--- config.mk ---
export PLATFORM = sky130hd
export DESIGN_NAME = beat_sequencer
export DESIGN_NICKNAME = d
export VERILOG_FILES = /design/src/rtl/beat_sequencer_pkg.sv /design/src/rtl/beat_phase_gen.sv /design/src/rtl/beat_sequencer.sv
export SDC_FILE = /design/constraint.sdc
export NUM_CORES = 1
export LEC_CHECK = 0
export ABC_AREA = 1
export BUFFER_PORTS_ARGS = -buffer_cell sky130_fd_sc_hd__buf_2
export CAP_MARGIN = 20
export CORE_MARGIN = 2
export CORE_UTILIZATION = 54
export CTS_CLUSTER_SIZE = 40
export DETAILED_ROUTE_END_ITERATION = 8
export PLACE_DENSITY = 0.85
export SETUP_SLACK_MARGIN = 0.4
export SLEW_MARGIN = 5
export SYNTH_ARGS = -nofsm -noshare
export SYNTH_HDL_FRONTEND = slang
export SYNTH_SLANG_ARGS = --single-unit
--- constraint.sdc ---
create_clock -name w_CLK -period 1.55 [get_ports w_CLK]
set_clock_uncertainty 0.15 [all_clocks]
set_input_delay 0.2325 -clock w_CLK [delete_from_list [all_inputs] [get_ports w_CLK]]
set_output_delay 0.2325 -clock w_CLK [all_outputs]
set_load 0.01 [all_outputs]
--- src/rtl/beat_sequencer_pkg.sv ---
// rtl/beat_sequencer_pkg.sv - beat-type, stage and phase definitions shared with store and accumulator
package beat_sequencer_pkg;

    localparam logic SCAN   = 1'b1;
    localparam logic ACTION = 1'b0;

    localparam logic [1:0] STG_A0 = 2'd0;
    localparam logic [1:0] STG_A1 = 2'd1;
    localparam logic [1:0] STG_A2 = 2'd2;
    localparam logic [1:0] STG_A3 = 2'd3;

    localparam int DEFAULT_TUBE_DEPTH = 32;
    localparam int GAP_W              = 4;

    typedef enum logic [1:0] {
        PH_OUT,
        PH_IN,
        PH_GAP
    } phase_t;

    typedef enum logic [1:0] {
        CTL_STOPPED,
        CTL_RUNNING,
        CTL_STEPPING
    } ctl_t;

endpackage

--- src/rtl/beat_phase_gen.sv ---
// rtl/beat_phase_gen.sv - OUT/IN/GAP beat phase generator with registered strobes
module beat_phase_gen
    import beat_sequencer_pkg::*;
#(
    parameter int GAP_CYCLES = 0
) (
    input  logic w_CLK,
    input  logic w_RST,
    output logic ready_out,
    output logic ready_in,
    output logic out_end,
    output logic beat_end,
    output logic beat_start
);

    localparam logic [GAP_W-1:0] GAP_LAST = (GAP_CYCLES == 0) ? '0 : GAP_W'(GAP_CYCLES - 1);

    phase_t           phase;
    logic [GAP_W-1:0] gap_cnt;

    assign out_end    = (phase == PH_OUT);
    assign beat_end   = (phase == PH_IN);
    // beat_start marks the edge that enters OUT; reset parks in an empty GAP so OUT follows release
    assign beat_start = ((phase == PH_IN) && (GAP_CYCLES == 0)) ||
                        ((phase == PH_GAP) && (gap_cnt == '0));

    always_ff @(posedge w_CLK) begin
        if (w_RST) begin
            phase     <= PH_GAP;
            gap_cnt   <= '0;
            ready_out <= 1'b0;
            ready_in  <= 1'b0;
        end else begin
            case (phase)
                PH_OUT: begin
                    phase     <= PH_IN;
                    ready_out <= 1'b0;
                    ready_in  <= 1'b1;
                end
                PH_IN: begin
                    ready_in <= 1'b0;
                    if (GAP_CYCLES == 0) begin
                        phase     <= PH_OUT;
                        ready_out <= 1'b1;
                    end else begin
                        phase   <= PH_GAP;
                        gap_cnt <= GAP_LAST;
                    end
                end
                default: begin
                    if (gap_cnt == '0) begin
                        phase     <= PH_OUT;
                        ready_out <= 1'b1;
                    end else begin
                        gap_cnt <= gap_cnt - GAP_W'(1);
                    end
                end
            endcase
        end
    end

endmodule

--- src/rtl/beat_sequencer.sv ---
// rtl/beat_sequencer.sv - master beat timing: scan/action interleave, run/step/halt control, scan line
module beat_sequencer
    import beat_sequencer_pkg::*;
#(
    parameter int TUBE_DEPTH = DEFAULT_TUBE_DEPTH,
    parameter int GAP_CYCLES = 0,
    parameter int N_ACTIONS  = 4
) (
    input  logic                          w_CLK,
    input  logic                          w_RST,
    input  logic                          w_RUN,
    input  logic                          w_STEP,
    input  logic                          w_HALT,
    output logic                          ready_out,
    output logic                          ready_in,
    output logic                          w_HS,
    output logic                          w_ACTION,
    output logic [1:0]                    b_STAGE,
    output logic                          w_STOPPED,
    output logic [$clog2(TUBE_DEPTH)-1:0] b_SCAN_LINE
);

    localparam int             SLW        = $clog2(TUBE_DEPTH);
    localparam logic [SLW-1:0] LAST_LINE  = SLW'(TUBE_DEPTH - 1);
    localparam logic [1:0]     LAST_STAGE = 2'(N_ACTIONS - 1);

    logic out_end;
    logic beat_end;
    logic beat_start;

    beat_phase_gen #(
        .GAP_CYCLES(GAP_CYCLES)
    ) u_phase (
        .w_CLK     (w_CLK),
        .w_RST     (w_RST),
        .ready_out (ready_out),
        .ready_in  (ready_in),
        .out_end   (out_end),
        .beat_end  (beat_end),
        .beat_start(beat_start)
    );

    ctl_t       ctl;
    ctl_t       ctl_d;
    logic       step_latch;
    logic       run_prev;
    logic       halt_seen;
    logic       hs_pend;
    logic       stopped_pend;
    logic       hs_d;
    logic       stopped_d;
    logic [1:0] stage_d;
    logic       clear_step;
    logic       run_edge;
    logic       start_req;

    assign run_edge  = w_RUN && !run_prev;
    assign start_req = run_edge || step_latch;

    // Next-beat decisions are taken at the end of IN; the beat type is applied when OUT begins
    always_comb begin
        ctl_d      = ctl;
        stage_d    = b_STAGE;
        hs_d       = hs_pend;
        stopped_d  = stopped_pend;
        clear_step = 1'b0;
        if (beat_end) begin
            if (w_HS == SCAN) begin
                if (ctl != CTL_STOPPED) begin
                    hs_d = ACTION;
                end else if (start_req) begin
                    ctl_d      = run_edge ? CTL_RUNNING : CTL_STEPPING;
                    clear_step = 1'b1;
                    hs_d       = ACTION;
                    stopped_d  = 1'b0;
                end else begin
                    hs_d = SCAN;
                end
            end else begin
                hs_d = SCAN;
                if ((b_STAGE == STG_A2 && halt_seen) ||
                    (b_STAGE == LAST_STAGE && (!w_RUN || ctl == CTL_STEPPING))) begin
                    ctl_d     = CTL_STOPPED;
                    stopped_d = 1'b1;
                    stage_d   = STG_A0;
                end else if (b_STAGE == LAST_STAGE) begin
                    stage_d = STG_A0;
                end else begin
                    stage_d = b_STAGE + 2'd1;
                end
            end
        end
    end

    always_ff @(posedge w_CLK) begin
        if (w_RST) begin
            w_HS         <= SCAN;
            w_ACTION     <= 1'b0;
            b_STAGE      <= STG_A0;
            w_STOPPED    <= 1'b1;
            b_SCAN_LINE  <= '0;
            step_latch   <= 1'b0;
            run_prev     <= 1'b1;
            halt_seen    <= 1'b0;
            ctl          <= CTL_STOPPED;
            hs_pend      <= SCAN;
            stopped_pend <= 1'b1;
        end else begin
            run_prev     <= w_RUN;
            ctl          <= ctl_d;
            b_STAGE      <= stage_d;
            hs_pend      <= hs_d;
            stopped_pend <= stopped_d;

            // a run edge that starts the machine also swallows a coincident step request
            if (clear_step) begin
                step_latch <= 1'b0;
            end else if (w_STEP && w_STOPPED) begin
                step_latch <= 1'b1;
            end

            if (beat_end) begin
                halt_seen <= 1'b0;
            end else if (out_end && w_HS == ACTION && b_STAGE == STG_A2 && w_HALT) begin
                halt_seen <= 1'b1;
            end

            if (beat_end && w_HS == SCAN) begin
                b_SCAN_LINE <= (b_SCAN_LINE == LAST_LINE) ? '0 : b_SCAN_LINE + SLW'(1);
            end

            if (beat_start) begin
                w_HS      <= hs_d;
                w_ACTION  <= ~hs_d;
                w_STOPPED <= stopped_d;
            end
        end
    end

endmodule

==> reports/qor.yml <==
status: "completed"
grt_use_met2_pct: 46.1
grt_usage_pct: 24.9
clockBufferDepth: 2
syn2layout_area_growth_pct: 52.7
antenna_found_initial: 0
p_leak_nw: 0.781
min_period_over_period_pct: 94.6
endpoint_kind: "flop"
synth_ff_type: "dfxtp_1"
fmax_ghz: 0.682
drive_above_1_share_pct: 52.3
slew_viol_final: 0
synth_edf_count: 0
synth_cell_types: 23
drc: 0
vias: 1225
critPathKind: "flop to flop"
cpLargestDelayFamily: "simple AND/OR/NAND/NOR gates"
drt-total-wl_mm: 3.66
yosys_register_bits: 25
avgSynthCellArea_um2: 7.29
rrSetupSlack_ns: 0.08
dr.first_iter.drc_count: 44
max_slew_margin_pct: 73.1
drt_pre_antenna_iters: 4
ir_drop_v: 0.00125
die_area_um2: 2520
yosysTopAreaCellShare_pct: 43.5
met1_usage_pct: 26.9
place.gp.congestion: 0.817
synthTopCellsByArea: "dfxtp_1 (43%), nand2_1 (12%), inv_1 (6.5%)"
hold_viol: 0
maxCapViolations: 0
yosys.area.top_type: "dfxtp_1"
hp-class: "input port to flop"
io_buffers: 16
synth_cells: 158
grt_pass1_vias: 1109
placed_cells: 199
busiest_layer: "met2"
slowest_stage: "dfxtp_2"
clkSlewWorstSetupHoldPaths_ns: 0.15
cp_max_fo: 5
grt_start_max_net_pins: 15
n_antenna_cell: 0
synth.most_common_cell: "nand2_1"
worst_slew_pin_slew_ns: 0.403
post-route-min-period_ns: 1.47
use_met3_pct: 3.87
setup_viol: 0
numCtsBuffers: 3
via_per_inst: 5.52
layout.nets: 206
fin_cells: 222
post_drt_wl_per_cell_um: 16.5
grt_pass1_wl_mm: 4.77
rsz0062_at_grt: "true"
fp.dieW_um: 50.2
synthTopCellsByCount: "nand2_1 (38), dfxtp_1 (25), inv_1 (20)"
ios: 17
cts_tree: "done"
grt_overflow_total: 0
path_cells: "inv_2 -> ha_4 -> nand2_4 -> nor2_4 -> nand2_2 -> nand2_4 -> inv_4 -> nand2_2 -> nand2_1 -> inv_1 -> nand2_1"
dp_hpwl_mm: 1.67
path_buf_inv: 3
clock_latency_ns: 0.33
cp_slowest_stage_delay_ns: 0.35
drtAntennaViolNets: 0
initial_core_util_pct: 58.1
p_per_area_nw_per_um2: 1660
cts_root_buf: "clkbuf_4"
cp.arrival_ns: 1.56
num-fill-cells: 91
setup_tns_ns: 0
cts.sinks: 25
synthArstFlopShare_pct: 0
synth_nets: 168
fp.coreArea_um2: 1980
die_y_um: 50.2
yosysWarnings: 0
rows: 16
ys_seq_area_share_pct: 43.5
start_kind: "flop"
cp_data_required_time_ns: 1.64
htree_levels: 1
syn_area_um2: 1150
-- cell usage in the layout (no fill, tap or decap), types with 8 or more instances in the layout --
master,instances
nor2_1,19
dfxtp_4,8
buf_4,12
nand2_2,9
nand2_1,26
a21oi_1,9
buf_6,17
inv_1,11
dfxtp_1,10
-- logic make-up after synthesis --
kind of cell	count (synthesis)	share of synthesized area (%)
fa+ha+maj	5	5.43
flops	25	43.5
buf+inv	24	8.15
simple gates	83	32.7
compound gates	19	8.70
xor+xnor	2	1.52
-- final timing paths --
path                            depth (start not counted)                              end                       startpoint
worst min register to register                          2  u_phase.gap_cnt[0]$_SDFFE_PP0P_  u_phase.gap_cnt[0]$_SDFFE_PP0P_
worst max register to register                         11           w_STOPPED$_SDFFE_PP1P_  u_phase.gap_cnt[0]$_SDFFE_PP0P_
worst max-delay path                                   11           w_STOPPED$_SDFFE_PP1P_  u_phase.gap_cnt[0]$_SDFFE_PP0P_
worst min-delay path                                    3           halt_seen$_SDFFE_PP0P_                           w_HALT
-- worst min-delay path, stage by stage --
cell and delay (ns):
buf_2 0.10, nand4_1 0.10, a21oi_1 0.07
-- stage by stage --
step / setup WS [ns] / hold WS, ns / instance area (um^2) / total power [mW] / util (%)
5_1_grt: 0.0307 / 0.0581 / 1760 / 3.07 / 88.7
3_5_place_dp: 0.146 / 0.290 / 1340 / 1.85 / 67.6
4_1_cts: 0.169 / 0.0201 / 1570 / 2.47 / 79.3
3_3_place_gp: 0.207 / 0.291 / 1340 / 1.80 / 67.6
6_report: 0.0832 / 0.0446 / 1760 / 2.91 / 88.7
2_1_floorplan: 0.254 / 0.189 / 1240 / 1.64 / -
-- power by group --
part	total [mW]	leakage (nW)	switching (mW)	internal (mW)
Combinational	1.60	0.551	0.839	0.759
Sequential	1.01	0.212	0.183	0.826
Clock	0.308	0.0177	0.211	0.0971
-- layout make-up --
cell class	count	area [um^2]	share of cell area [%]
Sequential cell	25	539	30.7
Inverter	22	96.3	5.48
Clock buffer	3	22.5	1.28
Clock inverter	1	5.00	0.285
Multi-Input combinational cell	109	744	42.3
Tap cell	27	33.8	1.92
Timing Repair Buffer	35	317	18.0
-- layer usage --
| layer | up-vias | wire, um |
|---|---|---|
| met5 | - | 0 |
| met4 | 0 | 170 |
| met3 | 18 | 182 |
| met2 | 62 | 1880 |
| met1 | 573 | 1430 |
| li1 | 572 | - |
-- state kept, by name, indices dropped and copies added (netlist names) --
| name | flops |
|---|---|
| u_phase.gap_cnt | 4 |
| b_STAGE | 2 |
| run_prev | 1 |
| w_STOPPED | 1 |
| w_ACTION | 1 |
| hs_pend | 1 |
| u_phase.phase | 2 |
| b_SCAN_LINE | 5 |
| u_phase.ready_out | 1 |
| stopped_pend | 1 |
| ctl | 2 |
| w_HS | 1 |
| step_latch | 1 |
| u_phase.ready_in | 1 |
| halt_seen | 1 |
-- what timing repair did --
| item | in CTS | in global routing |
|---|---|---|
| buffers inserted | 10 | 8 |
| endpoints found under the hold margin | 1 | 0 |
| cloned | 0 | 0 |
| resized for setup | 30 | 32 |
| pin swaps | 12 | 15 |
| hold buffers | 1 | 0 |
| endpoints found under the setup margin | 33 | 34 |
No activity file was read; power rests on OpenSTA's default activity.
